`config.mk`:
```
export PLATFORM = sky130hd
export DESIGN_NAME = param_digital_lock
export DESIGN_NICKNAME = d
export VERILOG_FILES = /design/src/rtl/param_digital_lock.sv
export SDC_FILE = /design/constraint.sdc
export NUM_CORES = 1
export LEC_CHECK = 0
export CAP_MARGIN = 30
export CORE_MARGIN = 10
export CORE_UTILIZATION = 51
export DETAILED_ROUTE_END_ITERATION = 16
export PLACE_DENSITY = 0.78
export SKIP_LAST_GASP = 1
export SYNTH_ARGS = -nofsm -noshare
export SYNTH_HDL_FRONTEND = slang
export SYNTH_SLANG_ARGS = --single-unit
```
`constraint.sdc`:
```
create_clock -name clk -period 2.2 [get_ports clk]
set_input_delay 0.66 -clock clk [delete_from_list [all_inputs] [get_ports clk]]
set_output_delay 0.66 -clock clk [all_outputs]
set_load 0.1 [all_outputs]
```
`src/rtl/param_digital_lock.sv`:
```
// Sequence-code lock: unlocks after N consecutive valid symbols match the code latched at reset; optional auto-relock via DLOCK_AUTORELOCK_EN.
// Latency: one edge from a sampled symbol to every registered output.
// Backpressure: none; symbols are consumed whenever x_valid=1 and dropped while in LOCKOUT.
module param_digital_lock #(
    parameter int W              = 3,
    parameter int N              = 3,
    parameter int MAX_FAIL       = 3,
    parameter int LOCKOUT_CYCLES = 16,
    parameter int OPEN_CYCLES    = 8
) (
    input  logic                          clk,
    input  logic                          reset,
    input  logic [W-1:0]                  x,
    input  logic                          x_valid,
    input  logic [N*W-1:0]                code,
    output logic                          y,
    output logic [1:0]                    state,
    output logic [$clog2(N+1)-1:0]        progress,
    output logic [$clog2(MAX_FAIL+1)-1:0] fail_cnt
);
    localparam int PW = $clog2(N + 1);
    localparam int FW = $clog2(MAX_FAIL + 1);
    localparam int LW = $clog2(LOCKOUT_CYCLES + 1);

    typedef enum logic [1:0] {
        ENTRY   = 2'b00,
        OPEN    = 2'b01,
        LOCKOUT = 2'b10
    } lock_state_t;

    lock_state_t       st;
    logic [N*W-1:0]    code_q;
    logic [LW-1:0]     lock_tmr;
    logic [W-1:0]      exp_sym;
    logic [FW-1:0]     fail_inc;

`ifdef DLOCK_AUTORELOCK_EN
    localparam int OW = $clog2(OPEN_CYCLES + 1);
    logic [OW-1:0]     open_tmr;
`endif

    // Symbol expected next, selected by how far the entry has progressed.
    always_comb begin
        exp_sym = '0;
        for (int i = 0; i < N; i++) begin
            if (progress == PW'(i))
                exp_sym = code_q[i*W +: W];
        end
    end

    assign fail_inc = fail_cnt + FW'(1);
    assign state    = st;

    always_ff @(posedge clk) begin
        if (reset) begin
            code_q   <= code;
            st       <= ENTRY;
            y        <= 1'b0;
            progress <= '0;
            fail_cnt <= '0;
            lock_tmr <= '0;
`ifdef DLOCK_AUTORELOCK_EN
            open_tmr <= '0;
`endif
        end else begin
            case (st)
                ENTRY: begin
                    if (x_valid) begin
                        if (x == exp_sym) begin
                            if (progress == PW'(N - 1)) begin
                                st       <= OPEN;
                                y        <= 1'b1;
                                progress <= PW'(N);
                                fail_cnt <= '0;
`ifdef DLOCK_AUTORELOCK_EN
                                open_tmr <= OW'(OPEN_CYCLES - 1);
`endif
                            end else begin
                                progress <= progress + PW'(1);
                            end
                        end else if (progress != '0) begin
                            fail_cnt <= fail_inc;
                            if (fail_inc == FW'(MAX_FAIL)) begin
                                st       <= LOCKOUT;
                                progress <= '0;
                                lock_tmr <= LW'(LOCKOUT_CYCLES - 1);
                            end else begin
                                // A mismatching symbol may itself start a fresh attempt.
                                progress <= (x == code_q[W-1:0]) ? PW'(1) : '0;
                            end
                        end
                    end
                end
                OPEN: begin
`ifdef DLOCK_AUTORELOCK_EN
                    open_tmr <= open_tmr - OW'(1);
                    if (x_valid || open_tmr == '0) begin
`else
                    if (x_valid) begin
`endif
                        st       <= ENTRY;
                        y        <= 1'b0;
                        progress <= '0;
                    end
                end
                LOCKOUT: begin
                    if (lock_tmr == '0) begin
                        st       <= ENTRY;
                        fail_cnt <= '0;
                        progress <= '0;
                    end else begin
                        lock_tmr <= lock_tmr - LW'(1);
                    end
                end
                default: begin
                    st       <= ENTRY;
                    y        <= 1'b0;
                    progress <= '0;
                end
            endcase
        end
    end
endmodule

```
==> results.txt, run 1 <==
----------------------------------------------------
[Critical path]
  Arrival time of the worst setup path ... 2.36 ns
  Kind of end point of the critical path ... flip-flop
  Reg2Reg Depth ... 9
  Class of the most critical setup path ... input pin to flip-flop
  Worst R2R End ... fail_cnt[1]
  Element type at the critical path start ... input pin
  Reg2reg start ... progress[1]
  Flop2flop setup slack ... 0.07 ns
  Biggest fanout along the worst timing path ... 3
  Required @ worst endpoint ... 2.41 ns

[Power]
  Sum of internal, switching and leakage power ... 0.977 mW
  Worst voltage drop across the vdd grid ... 501 µV
  Power density normalized to cell area ... 583 nW/µm²
  Static power due to leakage ... 0.633 nW

[Global route]
  Number of antenna violations at the first check in global routing ... 0
  Total gr overflow ... 0
  Wire length of the first global-routing pass ... 4.87 mm
  Via count of the first global-routing pass ... 1086
  Global Route Usage Sum ... 13.3%
  Pin count of the biggest net entering global routing ... 17

[Detailed routing]
  Number of violations reported at the end of detailed-routing iteration 0 ... 29
  DRC violation count after routing ... 0
  Post-detailed-route count of antenna-violating nets ... 0
  Pre-antenna DRT Iters ... 4
  DRT Wirelength ... 3.04 mm
  Via-to-Cell Ratio ... 5.82
  Post-DR wirelength/cell ... 17.0 µm
  Vias ... 1041

[Run]
  MaxCap Viol Count ... 0

[Floorplan]
  Initial core utilization ... 54.2%
  Number of top-level design ports ... 22
  Floorplan row count ... 17
  Y dimension of the die ... 68.9 µm
  Die Area ... 4750 µm²
  Die Width ... 68.9 µm
  Area of the core ... 2250 µm²

[STA]
  Fmax achieved ... 466 MHz
  Final number of hold-violating endpoints ... 0
  Time the final worst path needs with I/O delays and setup ... 2.15 ns
  Worst slew margin relative to its limit ... 70.4%
  Max-slew violation count ... 0
  Final worst setup slack ... 0.0534 ns
  Post-Route Hold Slack ... 0.514 ns
  Transition at the pin with the smallest max-transition slack ... 0.443 ns
  Setup repair after global routing missed its margin ... yes
  Final sum of negative setup slack ... 0 ns
  Setup violation total in the final timing report ... 0
  Worst Skew ... 0.00555 ns
  Tcrit/Tclk final ... 97.6%

[Logic synthesis]
  Post-synthesis instance area ... 1220 µm²
  Average size of a mapped cell ... 10.4 µm²
  Number of storage elements in the synthesis netlist ... 21
  Number of distinct library cell variants in the gate-level netlist after synthesis ... 46
  Share of the synthesized area in compound gates (AO/OA/AOI/OAI) ... 22.0%
  Adder-Cell Fraction of Synth Area ... 5.12%
  Post-synthesis mux area share ... 2.46%
  FFs w/ async S/R, synth ... 0%
  Number of synthesized flops with an enable pin ... 9
  Xor/xnor cell area share of the yosys netlist ... 4.30%
  Largest family of logic cells by synthesized area ... compound AO/OA/AOI/OAI gates
  Share of the yosys chip area belonging to registers ... 41.8%
  Synthesized-area fraction occupied by and/or/nand/nor cells ... 17.9%
  Synthesized Nets ... 137
  Total number of yosys warnings ... 0
  Synth Flop Type ... sky130_fd_sc_hd__dfxtp_1
  Number of instances in the synthesized netlist ... 117

[Worst hold path]
  Min-Delay Path Class ... flip-flop to flip-flop
  Worst hold start ... lock_tmr[0]
  End of the worst hold path ... lock_tmr[0]
  Number of cells on the worst hold path ... 2

[Final layout]
  Most frequent cells in the layout ... sky130_fd_sc_hd__buf_4, sky130_fd_sc_hd__clkdlybuf4s50_1, sky130_fd_sc_hd__dfxtp_1
  Net count of the finished layout ... 172
  Antenna diode count ... 0
  Area growth, synth to finish ... 37.3%
  Post-layout instance area ... 1680 µm²
  Most common cell after layout, fill and taps aside ... sky130_fd_sc_hd__buf_4
  Fraction of final layout cells sized beyond drive strength 1 ... 32.5%
  Fill cell count ... 169

[Placement]
  Number of port buffers ... 21
  Final HPWL DP ... 2.18 mm
  Global placement routability congestion ... 0.872
  Placed standard-cell area ... 1550 µm²
  Worst slack at placement ... -0.478 ns

[Clocking]
  Clock Root Buffer ... sky130_fd_sc_hd__clkbuf_4
  Clock tree from TritonCTS ... built
  Clock net sink count ... 21
  Clock transition at the register clock pins on the worst setup and hold paths after CTS ... 0.12 ns
  Cts hold-fix bufs ... 0
  Number of buffers created by CTS ... 3
  Later-pin clock latency in the skew report ... 0.31 ns
  Maximum buffer depth of the clock tree ... 2
  H-Tree Level Count ... 1

[Run status]
  Outcome ... finished, final reports clean

----------------------------------------------------
[timing repair]
| action | CTS | global route |
|---|---|---|
| pin swaps | 1 | 6 |
| setup endpoints to repair | 5 | 6 |
| endpoints found under the hold margin | 0 | 0 |
| buffers inserted | 1 | 2 |
| resized for setup | 3 | 12 |
[Yosys cell counts, types with 3 or more instances]
library cell	number	area (µm²)
sky130_fd_sc_hd__nor2b_1	4	25.0
sky130_fd_sc_hd__mux2i_1	3	30.0
sky130_fd_sc_hd__dfxtp_1	12	240
sky130_fd_sc_hd__o21ai_0	3	15.0
sky130_fd_sc_hd__nand2_1	4	15.0
sky130_fd_sc_hd__a21oi_1	3	15.0
sky130_fd_sc_hd__edfxtp_1	9	270
sky130_fd_sc_hd__ha_1	5	62.6
sky130_fd_sc_hd__nor2_1	7	26.3
sky130_fd_sc_hd__inv_1	11	41.3
sky130_fd_sc_hd__xor2_1	5	43.8
sky130_fd_sc_hd__nor3_1	4	20.0
sky130_fd_sc_hd__nand3_1	3	15.0
sky130_fd_sc_hd__nand2b_1	3	18.8
[kinds of logic (layout without fill, tap and decap cells)]
| kind of cell | count (synthesis) | count (layout) |
|---|---|---|
| adder cells (fa/ha/maj) | 5 | 5 |
| AO/OA/AOI/OAI | 30 | 30 |
| flip-flops | 21 | 21 |
| multiplexers | 3 | 3 |
| buffers and inverters | 15 | 49 |
| AND/OR/NAND/NOR | 37 | 37 |
| XOR/XNOR | 6 | 6 |
[sequential cells by signal (all words and copies together), names as in the netlist]
name,flops
lock_tmr,5
fail_cnt,2
code_q,9
progress,2
state,2
y,1
[final cells by class]
type,count,area [µm²],area share [%]
clock buffers,4,26.3,1.57
flip-flops and latches,21,518,30.9
well taps,28,35.0,2.09
multi-input cells,81,714,42.6
inverters,11,45.0,2.69
repair buffers,34,338,20.1
[worst max-delay path, cell delays in order]
cell and delay [ns]:
sky130_fd_sc_hd__clkdlybuf4s50_1 0.50, sky130_fd_sc_hd__inv_1 0.09, sky130_fd_sc_hd__o311a_4 0.41, sky130_fd_sc_hd__buf_4 0.16, sky130_fd_sc_hd__a41oi_2 0.13, sky130_fd_sc_hd__o211ai_1 0.12, sky130_fd_sc_hd__buf_4 0.19, sky130_fd_sc_hd__mux2i_1 0.11
[metrics by stage]
stage	instances	utilization, %
after floorplan	117	-
after CTS	177	70.5
after global routing	179	74.4
after global placement	172	68.8
after detailed placement	172	68.8
final	179	74.4
[metal layers]
metal	vias to the layer above	part of all wire, %	GRT usage (%)
li1	503	-	-
met1	502	43	15.3
met2	30	51	22.6
met3	6	5.0	3.38
met4	0	1.1	5.91
met5	-	0	0
[how the worst max path moves through the flow]
stage | from | to | slack, ns | cells after the start
floorplan | state[0] | state[0] | 0.002 | 7
global placement | x[2] | fail_cnt[0] | -0.37 | 7
detailed placement | x[2] | fail_cnt[0] | -0.48 | 7
CTS | progress[1] | lock_tmr[2] | 0.04 | 9
global route | progress[1] | fail_cnt[0] | -0.03 | 8
finish | x[1] | fail_cnt[1] | 0.05 | 8
[power by group]
part	switching [mW]	leakage (nW)	internal [mW]
clock	0.124	0.0150	0.0709
combinational	0.175	0.431	0.160
sequential	0.0195	0.186	0.428
Note: power is estimated with default switching activity, not from simulation.
==> run 2: changes to the inputs <==
- CORE_UTILIZATION: 51 -> 55
- PLACE_DENSITY: 0.78 -> 0.83
- clock period: 2.2 -> 2.5 ns (I/O delays scaled with it)
==> run 2 against run 1 <==
  * Setup slack gained 0.036 ns
  * Register-to-register slack gained 0.28 ns
  * Via count shrank 5.7%
  * Design area shrank 10%
  * Cell count shrank 2.2%
  * Flip-flop and latch count is the same
  * Critical path type unchanged
  * Critical endpoint is now lock_tmr[2]
  * Highest routed layer unchanged
==> results.txt, run 2 (synthesis gave the netlist of run 1 again) <==
----------------------------------------------------
[Run status]
  Outcome ... finished, final reports clean

[Floorplan]
  Initial core utilization ... 56.3% (+2.1 points)
  Y dimension of the die ... 67.1 µm (-2.6%)
  Die Width ... 67.1 µm (-2.6%)
  Number of top-level design ports ... 22 (unchanged)
  Area of the core ... 2170 µm² (-3.8%)
  Floorplan row count ... 17 (unchanged)
  Die Area ... 4510 µm² (-5.2%)

[Clocking]
  H-Tree Level Count ... 1 (unchanged)
  Maximum buffer depth of the clock tree ... 2 (unchanged)
  Number of buffers created by CTS ... 3 (unchanged)
  Clock Root Buffer ... sky130_fd_sc_hd__clkbuf_4
  Clock transition at the register clock pins on the worst setup and hold paths after CTS ... 0.11 ns (about the same)
  Number of post-CTS setup repair buffers ... 0 (-1)
  Clock net sink count ... 21 (unchanged)
  Cts hold-fix bufs ... 0 (unchanged)
  Post-CTS resize count ... 0 (-3)
  Later-pin clock latency in the skew report ... 0.31 ns (about the same)
  Clock tree from TritonCTS ... built

[STA]
  Setup violation total in the final timing report ... 0 (unchanged)
  Post-Route Hold Slack ... 0.517 ns (+0.00285 ns)
  Max-slew violation count ... 0 (unchanged)
  Time the final worst path needs with I/O delays and setup ... 2.41 ns
  Transition at the pin with the smallest max-transition slack ... 0.469 ns (+0.0267 ns)
  Final worst setup slack ... 0.0896 ns (+0.0362 ns)
  Setup repair after global routing missed its margin ... no
  Fmax achieved ... 415 MHz
  Final sum of negative setup slack ... 0 ns (unchanged)
  Tcrit/Tclk final ... 96.4%
  Final number of hold-violating endpoints ... 0 (unchanged)
  Worst Skew ... 0.00756 ns (+0.00201 ns)
  Worst slew margin relative to its limit ... 68.6% (-1.8 points)

[Global route]
  Wire length of the first global-routing pass ... 4.49 mm (-7.8%)
  Global Route Usage Sum ... 12.7% (-0.58 points)
  Via count of the first global-routing pass ... 976 (-10%)
  Pin count of the biggest net entering global routing ... 18 (+1)
  Total gr overflow ... 0 (unchanged)
  Number of antenna violations at the first check in global routing ... 0 (unchanged)

[Power]
  Part of the power in the clock network ... 20.9% (+1.0 points)
  Fraction of power consumed by sequential logic ... 49.3% (+3.5 points)
  Worst voltage drop across the vdd grid ... 353 µV (-29%)
  Sum of internal, switching and leakage power ... 0.794 mW (-19%)
  Static power due to leakage ... 0.591 nW (-6.6%)
  Logic gate share of total power ... 29.8% (-4.5 points)
  Power density normalized to cell area ... 526 nW/µm² (-9.8%)
  Cell Int Power ... 0.545 mW (-17%)
  Fraction of power spent switching nets ... 31.3% (-1.3 points)
  Net load switching power ... 0.249 mW (-22%)

[Placement]
  Count of placed standard cells including taps ... 171 (-0.58%)
  Final HPWL DP ... 2.08 mm (-4.6%)
  Worst slack at placement ... -0.231 ns (+0.246 ns)
  Number of port buffers ... 21 (unchanged)
  Global placement routability congestion ... 0.860 (-1.5%)
  Placed standard-cell area ... 1480 µm² (-4.4%)

[Detailed routing]
  Post-DR wirelength/cell ... 15.1 µm (-11%)
  DRC violation count after routing ... 0 (unchanged)
  DRT Wirelength ... 2.64 mm (-13%)
  Pre-antenna DRT Iters ... 4 (unchanged)
  Via-to-Cell Ratio ... 5.61 (-3.5%)
  Number of violations reported at the end of detailed-routing iteration 0 ... 37 (+28%)
  Vias ... 982 (-5.7%)
  Post-detailed-route count of antenna-violating nets ... 0 (unchanged)

[Final layout]
  Most common cell after layout, fill and taps aside ... sky130_fd_sc_hd__buf_4
  Fill cell count ... 190 (+12%)
  Final core area utilization ... 69.6% (-4.8 points)
  Area taken by flip-flops and latches ... 513 µm² (-0.97%)
  Largest register FFs ... 9 (unchanged)
  Multi-input gate area ... 633 µm² (-11%)
  Biggest regs ... code_q: 9 flops, lock_tmr: 5 flops
  Most frequent cells in the layout ... sky130_fd_sc_hd__buf_4, sky130_fd_sc_hd__clkdlybuf4s50_1, sky130_fd_sc_hd__inv_1
  Antenna diode count ... 0 (unchanged)
  Fraction of final layout cells sized beyond drive strength 1 ... 23.8% (-8.6 points)
  Largest reg by FF count ... code_q
  Area growth, synth to finish ... 23.6%
  Net count of the finished layout ... 168 (-2.3%)
  Post-layout instance area ... 1510 µm² (-10%)
  Non-filler instance count after layout ... 175 (-2.2%)

[Critical path]
  Reg2reg start ... progress[1]
  Flop2flop setup slack ... 0.35 ns (+0.28 ns)
  Kind of end point of the critical path ... flip-flop
  Launching element of the worst setup path ... x[2]
  Class of the most critical setup path ... input pin to flip-flop
  Reg2Reg Depth ... 9 (unchanged)
  Worst R2R End ... lock_tmr[2]
  Arrival time of the worst setup path ... 2.62 ns (+0.26 ns)
  Element type at the critical path start ... input pin
  Required @ worst endpoint ... 2.71 ns (+0.30 ns)
  Biggest fanout along the worst timing path ... 5 (+2)

[Run]
  MaxCap Viol Count ... 0 (unchanged)

[Worst hold path]
  End of the worst hold path ... fail_cnt[1]
  Worst hold start ... fail_cnt[1]
  Number of cells on the worst hold path ... 2 (unchanged)
  Min-Delay Path Class ... flip-flop to flip-flop

----------------------------------------------------
-- run 2: power by group through the flow --
stage / Combinational [mW] / Sequential [mW] / Clock [mW]
after floorplan: 0.117 / 0.439 / 0
after global placement: 0.230 / 0.397 / 0
after detailed placement: 0.236 / 0.399 / 0
after CTS: 0.237 / 0.391 / 0.171
after global routing: 0.256 / 0.394 / 0.186
final: 0.236 / 0.392 / 0.166
-- run 2: how the worst max path moves through the flow --
| stage | end | cells past startpoint |
|---|---|---|
| after global placement | fail_cnt[1] | 7 |
| final | lock_tmr[2] | 8 |
| after CTS | fail_cnt[0] | 7 |
| after floorplan | state[0] | 9 |
| after global routing | fail_cnt[0] | 7 |
| after detailed placement | lock_tmr[2] | 8 |
-- run 2: worst max-delay path, stage by stage --
cell and delay, ns:
sky130_fd_sc_hd__clkdlybuf4s50_1 0.57, sky130_fd_sc_hd__xor2_1 0.21, sky130_fd_sc_hd__o22a_2 0.16, sky130_fd_sc_hd__a22oi_2 0.09, sky130_fd_sc_hd__o211ai_2 0.23, sky130_fd_sc_hd__a21oi_1 0.11, sky130_fd_sc_hd__buf_4 0.17, sky130_fd_sc_hd__a2111oi_2 0.33
-- run 2: area by class of cell --
cell class | instances | area share (%)
clock buffers | 4 | 1.74
multi-input cells | 81 | 42.0
flip-flops and latches | 21 | 34.0
repair buffers | 30 | 17.2
well taps | 28 | 2.32
inverters | 11 | 2.74
-- run 2: metal layers --
metal / GRT usage, % / up-vias / share of wire [%]
li1: - / 496 / -
met1: 15.6 / 456 / 45
met2: 21.0 / 26 / 48
met3: 3.18 / 4 / 4.9
met4: 4.62 / 0 / 1.5
met5: 0 / - / 0
==> run 3: changes to the inputs <==
- CORE_MARGIN: 10 -> 2
- SLEW_MARGIN: default -> 40
- TNS_END_PERCENT: default -> 10
==> run 3 against run 2 <==
  * Core utilization grew 0.86 points
  * Sequential share of layout area shrank 0.084 points
  * Die area shrank 42%
  * Count of clock-buffer cells in the layout shrank 1
  * Flip-flop and latch count is the same
  * Critical path depth shrank 1
  * Cell count is the same
  * Critical endpoint is now state[0]
  * Non-clock buffer count is the same
  * Wire length shrank 6.6%
  * Clock power is essentially flat
  * First-iteration DRC count shrank 49%
  * Register-to-register slack lost 0.04 ns
==> results.txt, run 3 (synthesis gave the netlist of run 1 again) <==
----------------------------------------------------
[STA]
  Final sum of negative setup slack ... 0 ns (unchanged)
  Time the final worst path needs with I/O delays and setup ... 2.38 ns (-0.0324 ns)
  Tcrit/Tclk final ... 95.1% (-1.3 points)
  Worst Skew ... 0.0115 ns (+0.00390 ns)
  Final worst setup slack ... 0.122 ns (+0.0324 ns)
  Max-slew violation count ... 0 (unchanged)
  Final number of hold-violating endpoints ... 0 (unchanged)
  Setup violation total in the final timing report ... 0 (unchanged)
  Transition at the pin with the smallest max-transition slack ... 0.406 ns (-0.0634 ns)
  Fmax achieved ... 421 MHz (+1.4%)
  Post-Route Hold Slack ... 0.510 ns (-0.00618 ns)
  Setup repair after global routing missed its margin ... no
  Worst slew margin relative to its limit ... 72.8% (+4.2 points)

[Final layout]
  Post-layout instance area ... 1510 µm² (+0.25%)
  Biggest regs ... code_q: 9 flops, lock_tmr: 5 flops
  Net count of the finished layout ... 168 (unchanged)
  Most common cell after layout, fill and taps aside ... sky130_fd_sc_hd__buf_4
  Most frequent cells in the layout ... sky130_fd_sc_hd__buf_4, sky130_fd_sc_hd__clkdlybuf4s50_1, sky130_fd_sc_hd__inv_1
  Fraction of final layout cells sized beyond drive strength 1 ... 24.5% (+0.68 points)
  Area growth, synth to finish ... 23.9%
  Fill cell count ... 174 (-8.4%)
  Largest register FFs ... 9 (unchanged)
  Largest reg by FF count ... code_q
  Non-filler instance count after layout ... 175 (unchanged)
  Antenna diode count ... 0 (unchanged)

[Floorplan]
  Die Width ... 51.1 µm (-24%)
  Initial core utilization ... 56.8% (+0.56 points)
  Floorplan row count ... 17 (unchanged)
  Area of the core ... 2150 µm² (-0.98%)
  Y dimension of the die ... 51.1 µm (-24%)
  Number of top-level design ports ... 22 (unchanged)
  Die Area ... 2610 µm² (-42%)

[Clocking]
  Number of buffers created by CTS ... 3 (unchanged)
  Clock transition at the register clock pins on the worst setup and hold paths after CTS ... 0.12 ns (about the same)
  Clock Root Buffer ... sky130_fd_sc_hd__clkbuf_4
  Clock tree from TritonCTS ... built
  Cts hold-fix bufs ... 0 (unchanged)
  Clock net sink count ... 21 (unchanged)
  Later-pin clock latency in the skew report ... 0.31 ns (about the same)
  Maximum buffer depth of the clock tree ... 2 (unchanged)
  H-Tree Level Count ... 1 (unchanged)

[Critical path]
  Longest individual stage delay on the worst path ... 0.51 ns (-0.06 ns)
  Standard cell with the maximum stage delay on the critical path ... sky130_fd_sc_hd__clkdlybuf4s50_1
  Biggest fanout along the worst timing path ... 6 (+1)
  Element type at the critical path start ... input pin
  Arrival time of the worst setup path ... 2.62 ns (about the same)
  Required @ worst endpoint ... 2.74 ns (+0.03 ns)
  Kind of end point of the critical path ... flip-flop
  Class of the most critical setup path ... input pin to flip-flop
  Chain of cells forming the critical path ... clkdlybuf4s50_1 -> nand4b_1 -> o22a_2 -> a22oi_2 -> o211ai_2 -> a211o_1 -> a211oi_2

[Detailed routing]
  Post-detailed-route count of antenna-violating nets ... 0 (unchanged)
  Number of violations reported at the end of detailed-routing iteration 0 ... 19 (-49%)
  DRC violation count after routing ... 0 (unchanged)
  Via-to-Cell Ratio ... 5.69 (+1.4%)
  DRT Wirelength ... 2.46 mm (-6.6%)
  Vias ... 996 (+1.4%)
  Post-DR wirelength/cell ... 14.1 µm (-6.6%)
  Pre-antenna DRT Iters ... 4 (unchanged)

[Placement]
  Number of port buffers ... 21 (unchanged)
  Worst slack at placement ... -0.262 ns (-0.0311 ns)
  Count of placed standard cells including taps ... 171 (unchanged)
  Global placement routability congestion ... 0.895 (+4.1%)
  Final HPWL DP ... 1.92 mm (-7.5%)
  Placed standard-cell area ... 1480 µm² (unchanged)

[Global route]
  Wire length of the first global-routing pass ... 4.04 mm (-10%)
  Most heavily used metal layer in global routing ... met2
  Via count of the first global-routing pass ... 945 (-3.2%)
  Met3 Track Usage GR ... 3.51% (+0.33 points)
  Number of antenna violations at the first check in global routing ... 0 (unchanged)
  Total gr overflow ... 0 (unchanged)
  M2 GR Usage ... 35.9% (+15 points)
  Global Route Usage Sum ... 20.8% (+8.1 points)
  GR met1 Demand/Resource ... 25.4% (+9.8 points)
  Pin count of the biggest net entering global routing ... 13 (-5)

[Run status]
  Outcome ... finished, final reports clean

[Power]
  Static power due to leakage ... 0.603 nW (+2.0%)
  Power density normalized to cell area ... 522 nW/µm² (-0.81%)
  Worst voltage drop across the vdd grid ... 438 µV (+24%)

[Run]
  MaxCap Viol Count ... 0 (unchanged)

[Worst hold path]
  Min-Delay Path Class ... flip-flop to flip-flop

----------------------------------------------------
-- run 3: changes by cell type in the layout (fill, tap and decap cells not counted), sizes merged --
cell | before | now
clkdlybuf4s50 | 14 | 13
clkinv | 0 | 1
clkbuf | 4 | 3
dlymetal6s2s | 0 | 1
-- run 3: timing repair --
action / CTS / global route
buffers inserted: 0 / 0
endpoints found under the hold margin: 0 / 0
resized for setup: 0 / 1
setup endpoints to repair: 0 / 1
-- run 3: through the flow --
stage | total power, mW | utilization, %
2_1_floorplan | 0.557 | -
3_3_place_gp | 0.627 | 69.0
3_5_place_dp | 0.635 | 69.0
4_1_cts | 0.800 | 70.3
5_1_grt | 0.827 | 70.4
6_report | 0.789 | 70.4
-- run 3: layer usage --
layer | vias up | wire length, µm
met3 | 4 | 91
met5 | - | 0
met2 | 24 | 1230
met4 | 0 | 32
li1 | 499 | -
met1 | 469 | 1110
-- run 3: where the power goes --
group	switching (mW)	internal (mW)	total (mW)
logic	0.131	0.105	0.236
clock network	0.103	0.0597	0.163
registers	0.0130	0.377	0.390
total	0.247	0.542	0.789
-- run 3: layout make-up --
cell class                      instances  area (µm²)  share of cell area, %
Clock inverter                          1        5.00                  0.331
Multi-Input combinational cell         81         633                   41.9
Inverter                               11        41.3                   2.73
Tap cell                               28        35.0                   2.32
Timing Repair Buffer                   30         263                   17.4
Sequential cell                        21         513                   33.9
Clock buffer                            3        22.5                   1.49
-- run 3: critical path: cells and delay by family --
kind            cells  cell delay [ns]
simple gates        1             0.22
buf+inv             1             0.51
compound gates      5             1.14
-- run 3: path summary, 6_finish.rpt --
kind	slack [ns]	endpoint	depth (start not counted)	start
worst min register to register	0.51	fail_cnt[1]	2	fail_cnt[1]
worst max register to register	0.31	lock_tmr[2]	9	progress[1]
worst min-delay path	0.51	fail_cnt[1]	2	fail_cnt[1]
worst max-delay path	0.12	state[0]	7	x[0]
==> variant 1, RTL diff (flow settings as in run 2) <==
The option `DLOCK_AUTORELOCK_EN` is turned on by a define.
--- a/src/rtl/param_digital_lock.sv
+++ b/src/rtl/param_digital_lock.sv
@@ -2,4 +2,6 @@
 // Latency: one edge from a sampled symbol to every registered output.
 // Backpressure: none; symbols are consumed whenever x_valid=1 and dropped while in LOCKOUT.
+`define DLOCK_AUTORELOCK_EN
+
 module param_digital_lock #(
     parameter int W              = 3,
Behaviour: same outputs for any inputs over 10 cycles, from zero or initial values and one cycle with reset high; that may be too few to reach the edited logic, so the function may still have changed.
==> variant 1 against run 2 <==
Power up 21%; sequential cell count up 4; setup slack better by 17 ps; highest routed layer unchanged; area after synthesis up 23%; critical path depth down 1; worst hold slack worse by 15 ps; final area up 19%; routed wire length up 32%; final cell count up 21%; global-route usage up 0.50 points.
==> variant 1: results (changes against run 2) <==
| Metric | Value |
|---|---|
| Status | `finished, final reports clean` |
| Depth of the most critical reg-to-reg path | `8 (-1)` |
| Sequential-to-total area share from yosys stat | `0.3920 (-0.02601)` |
| Int Pwr | `0.0006280 W (+15%)` |
| Largest regs | `code_q x9, lock_tmr x5, open_tmr x4` |
| Share of cells above drive strength 1 | `0.1602 (-0.07787)` |
| Detailed placement HPWL | `2676 um (+29%)` |
| Fin Hold WS | `501.6 ps (-14.94 ps)` |
| Largest net degree at the start of global routing | `22 (+4)` |
| Sequential Area | `593.1 um2 (+16%)` |
| Worst EP arrival | `2610 ps (about the same)` |
| Worst R2R Start | `progress[0]` |
| Routed wire length | `3483 um (+32%)` |
| Placed cell areas | `0.001768 mm2 (+19%)` |
| Vias | `1271 (+29%)` |
| Most frequent cells after synthesis | `16 x dfxtp_1, 12 x inv_1, 10 x a21oi_1, 10 x nand3_1, 9 x edfxtp_1` |
| Hold endpoint | `open_tmr[0]` |
| Vias in the first global route | `1243 (+27%)` |
| R2R setup slack | `260 ps (-90 ps)` |
| LEAKAGE | `0.6695 nW (+13%)` |
| Routability cong. | `0.9137 (+6.3%)` |
| Hold Crit Depth | `1 (-1)` |
| Synth top area share | `0.2126 (-0.008687)` |
| GRT Util Overall | `0.1321 (+0.005038)` |
| Cells after synthesis | `157 (+34%)` |
-- variant 1: cell types whose count changed after synthesis, sizes merged, moves of 3 or more --
cell   change
a21oi      +7
buf        +4
dfxtp      +4
nand2      +3
nand3      +7
nor3       +3
xnor2      +6
-- variant 1: power groups by stage --
stage | clock, W | sequential [W] | combinational (W)
6_report | 0.000179 | 0.000460 | 0.000319
3_3_place_gp | 0 | 0.000467 | 0.000308
4_1_cts | 0.000186 | 0.000460 | 0.000315
2_1_floorplan | 0 | 0.000518 | 0.000181
5_1_grt | 0.000201 | 0.000462 | 0.000341
3_5_place_dp | 0 | 0.000469 | 0.000315
-- variant 1: final cells by class --
cell class              count  area share
multi-input cells         112      0.4582
clock buffers               4     0.01464
repair buffers             28      0.1506
well taps                  30     0.02092
inverters                  12     0.02510
flip-flops and latches     25      0.3305
-- variant 1: cell families (layout without fill, tap and decap cells) --
logic type                 after synthesis  in the layout  synth area share
DFF                                     25             25            0.3920
AOI/OAI and AO/OA                       44             44            0.2259
adders and majority gates                7              7           0.05814
muxes                                    2              2           0.01329
and+or+nand+nor                         46             46            0.1678
buffers and inverters                   20             44           0.06229
xor gates and xnor gates                13             13           0.08057
-- variant 1: worst max path at each step --
stage	startpoint	to	slack (ps)
2_1_floorplan	state[1]	progress[0]	210
3_3_place_gp	x[0]	progress[1]	-120
3_5_place_dp	x[0]	progress[0]	-210
4_1_cts	x[0]	progress[0]	130
5_1_grt	x[0]	lock_tmr[1]	40
6_report	x[0]	progress[0]	110
-- variant 1: metal layers --
metal,GRT usage,share of wire,vias to the layer above
met5,0,0,-
met3,0.04218,0.065,4
met1,0.1697,0.45,599
met4,0.01075,0.0086,0
li1,-,-,624
met2,0.2177,0.47,44
==> variant 2, RTL diff (settings of run 2) <==
Without the edit above. Put one more register stage on the output `state`, without a reset. The value now appears one clock later. The other outputs are not delayed to match.
--- a/src/rtl/param_digital_lock.sv
+++ b/src/rtl/param_digital_lock.sv
@@ -50,5 +50,7 @@
 
     assign fail_inc = fail_cnt + FW'(1);
-    assign state    = st;
+    always_ff @(posedge clk) begin
+        state <= st;
+    end
 
     always_ff @(posedge clk) begin
Behaviour: not the same (a bounded check fails within 4 cycles, from zero or initial values and one cycle with reset high).
==> variant 2 against run 2 <==
Final area grew 7.4%; core utilization grew 3.7 points; setup slack improved by 31 ps; power increased by 8.0%; via count rose by 14%; count of clock-buffer cells in the layout is 1 lower; clock power is 8% higher; register-to-register slack worse by 220 ps; maximum frequency rose by 1.3%; area after synthesis is 5.1% higher; routed wire length grew 19%; synthesized cell count increased by 9.4%; sequential cell count is 2 higher; largest cell class unchanged.
==> variant 2: results (changes against run 2) <==
| Metric | Value |
|---|---|
| Sequential-to-total area share from yosys stat | `0.4288 (+0.01082)` |
| XOR/XNOR share of the synthesized area | `0.04094 (-0.002097)` |
| Iteration-0 DRC Markers | `69 (+86%)` |
| Routability cong. | `0.8656 (+0.71%)` |
| Syn avg cell area | `10.03 um2 (-3.9%)` |
| Placed cell areas | `0.001567 mm2 (+5.7%)` |
| Post-synthesis mux area share | `0.03899 (+0.01440)` |
| Vias in the first global route | `1122 (+15%)` |
| First-pass GRT wire length | `5133 um (+14%)` |
| Depth of the most critical reg-to-reg path | `9 (unchanged)` |
| Placed cell count | `183 (+7.0%)` |
| Post-placement setup slack | `-455.4 ps (-224.3 ps)` |
| Largest regs | `code_q x9, lock_tmr x5` |
| Top cells by area, synth | `dfxtp_1 22%, edfxtp_1 21%, ha_1 4.9%` |
| Share of cells above drive strength 1 | `0.2188 (-0.01935)` |
| Non-Filler Instances | `188 (+7.4%)` |
| YS warnings | `0 (unchanged)` |
| Most frequent cells after synthesis | `14 x dfxtp_1, 9 x edfxtp_1, 8 x inv_1, 8 x nor2_1` |
| Met2 Track Usage GR | `0.2279 (+0.01819)` |
| Met1 global-route usage | `0.1716 (+0.01571)` |
| Fin Hold WS | `499.3 ps (-17.26 ps)` |
| Setup Skew | `1.357 ps (-6.201 ps)` |
| LEAKAGE | `0.5997 nW (+1.4%)` |
| Clk slew on worst S/H paths | `130 ps (+20 ps)` |
| Antenna violations before repair | `0 (unchanged)` |
| Syn nets | `148 (+8.0%)` |
| Hold Crit Depth | `2 (unchanged)` |
| Library cells used by synthesis | `47 (+2.2%)` |
| Status | `finished, final reports clean` |
| Area fraction in compound gates after synthesis | `0.2115 (-0.008786)` |
| Reg2reg end | `fail_cnt[0]` |
| Htree depth | `1 (unchanged)` |
| VDD IR-drop max | `423.2 uV (+20%)` |
| Worst EP arrival | `2640 ps (+20 ps)` |
| Setup crit start | `x[1]` |
| Final worst-path cycle share | `0.9516 (-0.01255)` |
| Detailed placement HPWL | `2395 um (+15%)` |
| Wire length on met3 | `243 um (+90%)` |
| DR WL met2 | `1447 um (+13%)` |
| Largest net degree at the start of global routing | `14 (-4)` |
| GRT Util Overall | `0.1453 (+0.01829)` |
| Adder-cell share of the synthesized area | `0.04873 (-0.002497)` |
| Worst-margin pin slew | `458.5 ps (-10.93 ps)` |
| Port bufs | `21 (unchanged)` |
| Routed wire length | `3136 um (+19%)` |
| Max FO, Critical Path | `6 (+1)` |
| Met3 GRT Util | `0.04405 (+0.01222)` |
| Fillcell total | `178 (-6.3%)` |
| WL met1 | `1351 um (+13%)` |
| Vias per cell | `5.931 (+5.7%)` |
| Maximum clock insertion buffer count | `2 (unchanged)` |
| R2R setup slack | `130 ps (-220 ps)` |
| Total CTS buffers | `3 (unchanged)` |
[variant 2: timing repair]
| item | 4_1_cts | 5_1_grt |
|---|---|---|
| resized for setup | 2 | 5 |
| setup endpoints to repair | 5 | 4 |
| buffers inserted | 0 | 1 |
| pin swaps | 1 | 3 |
| hold buffers | 0 | 0 |
[variant 2: area by class of cell]
class	instances	area, um2	area share
multi-input cells	91	690.7	0.4263
flip-flops and latches	23	553.0	0.3413
repair buffers	33	280.3	0.1730
well taps	28	35.03	0.02162
inverters	9	33.78	0.02085
clock buffers	3	22.52	0.01390
clock inverters	1	5.005	0.003089
[variant 2: worst max-delay path, cell delays in order]
cell             delay [ps]
clkdlybuf4s50_1         480
a211oi_2                270
o221ai_2                140
a211o_4                 320
a2111oi_4               440
mux2i_1                 240
[variant 2: power by group]
part,switching (W),internal (W)
sequential,0.0000129,0.000409
combinational,0.000141,0.000114
clock,0.000120,0.0000601
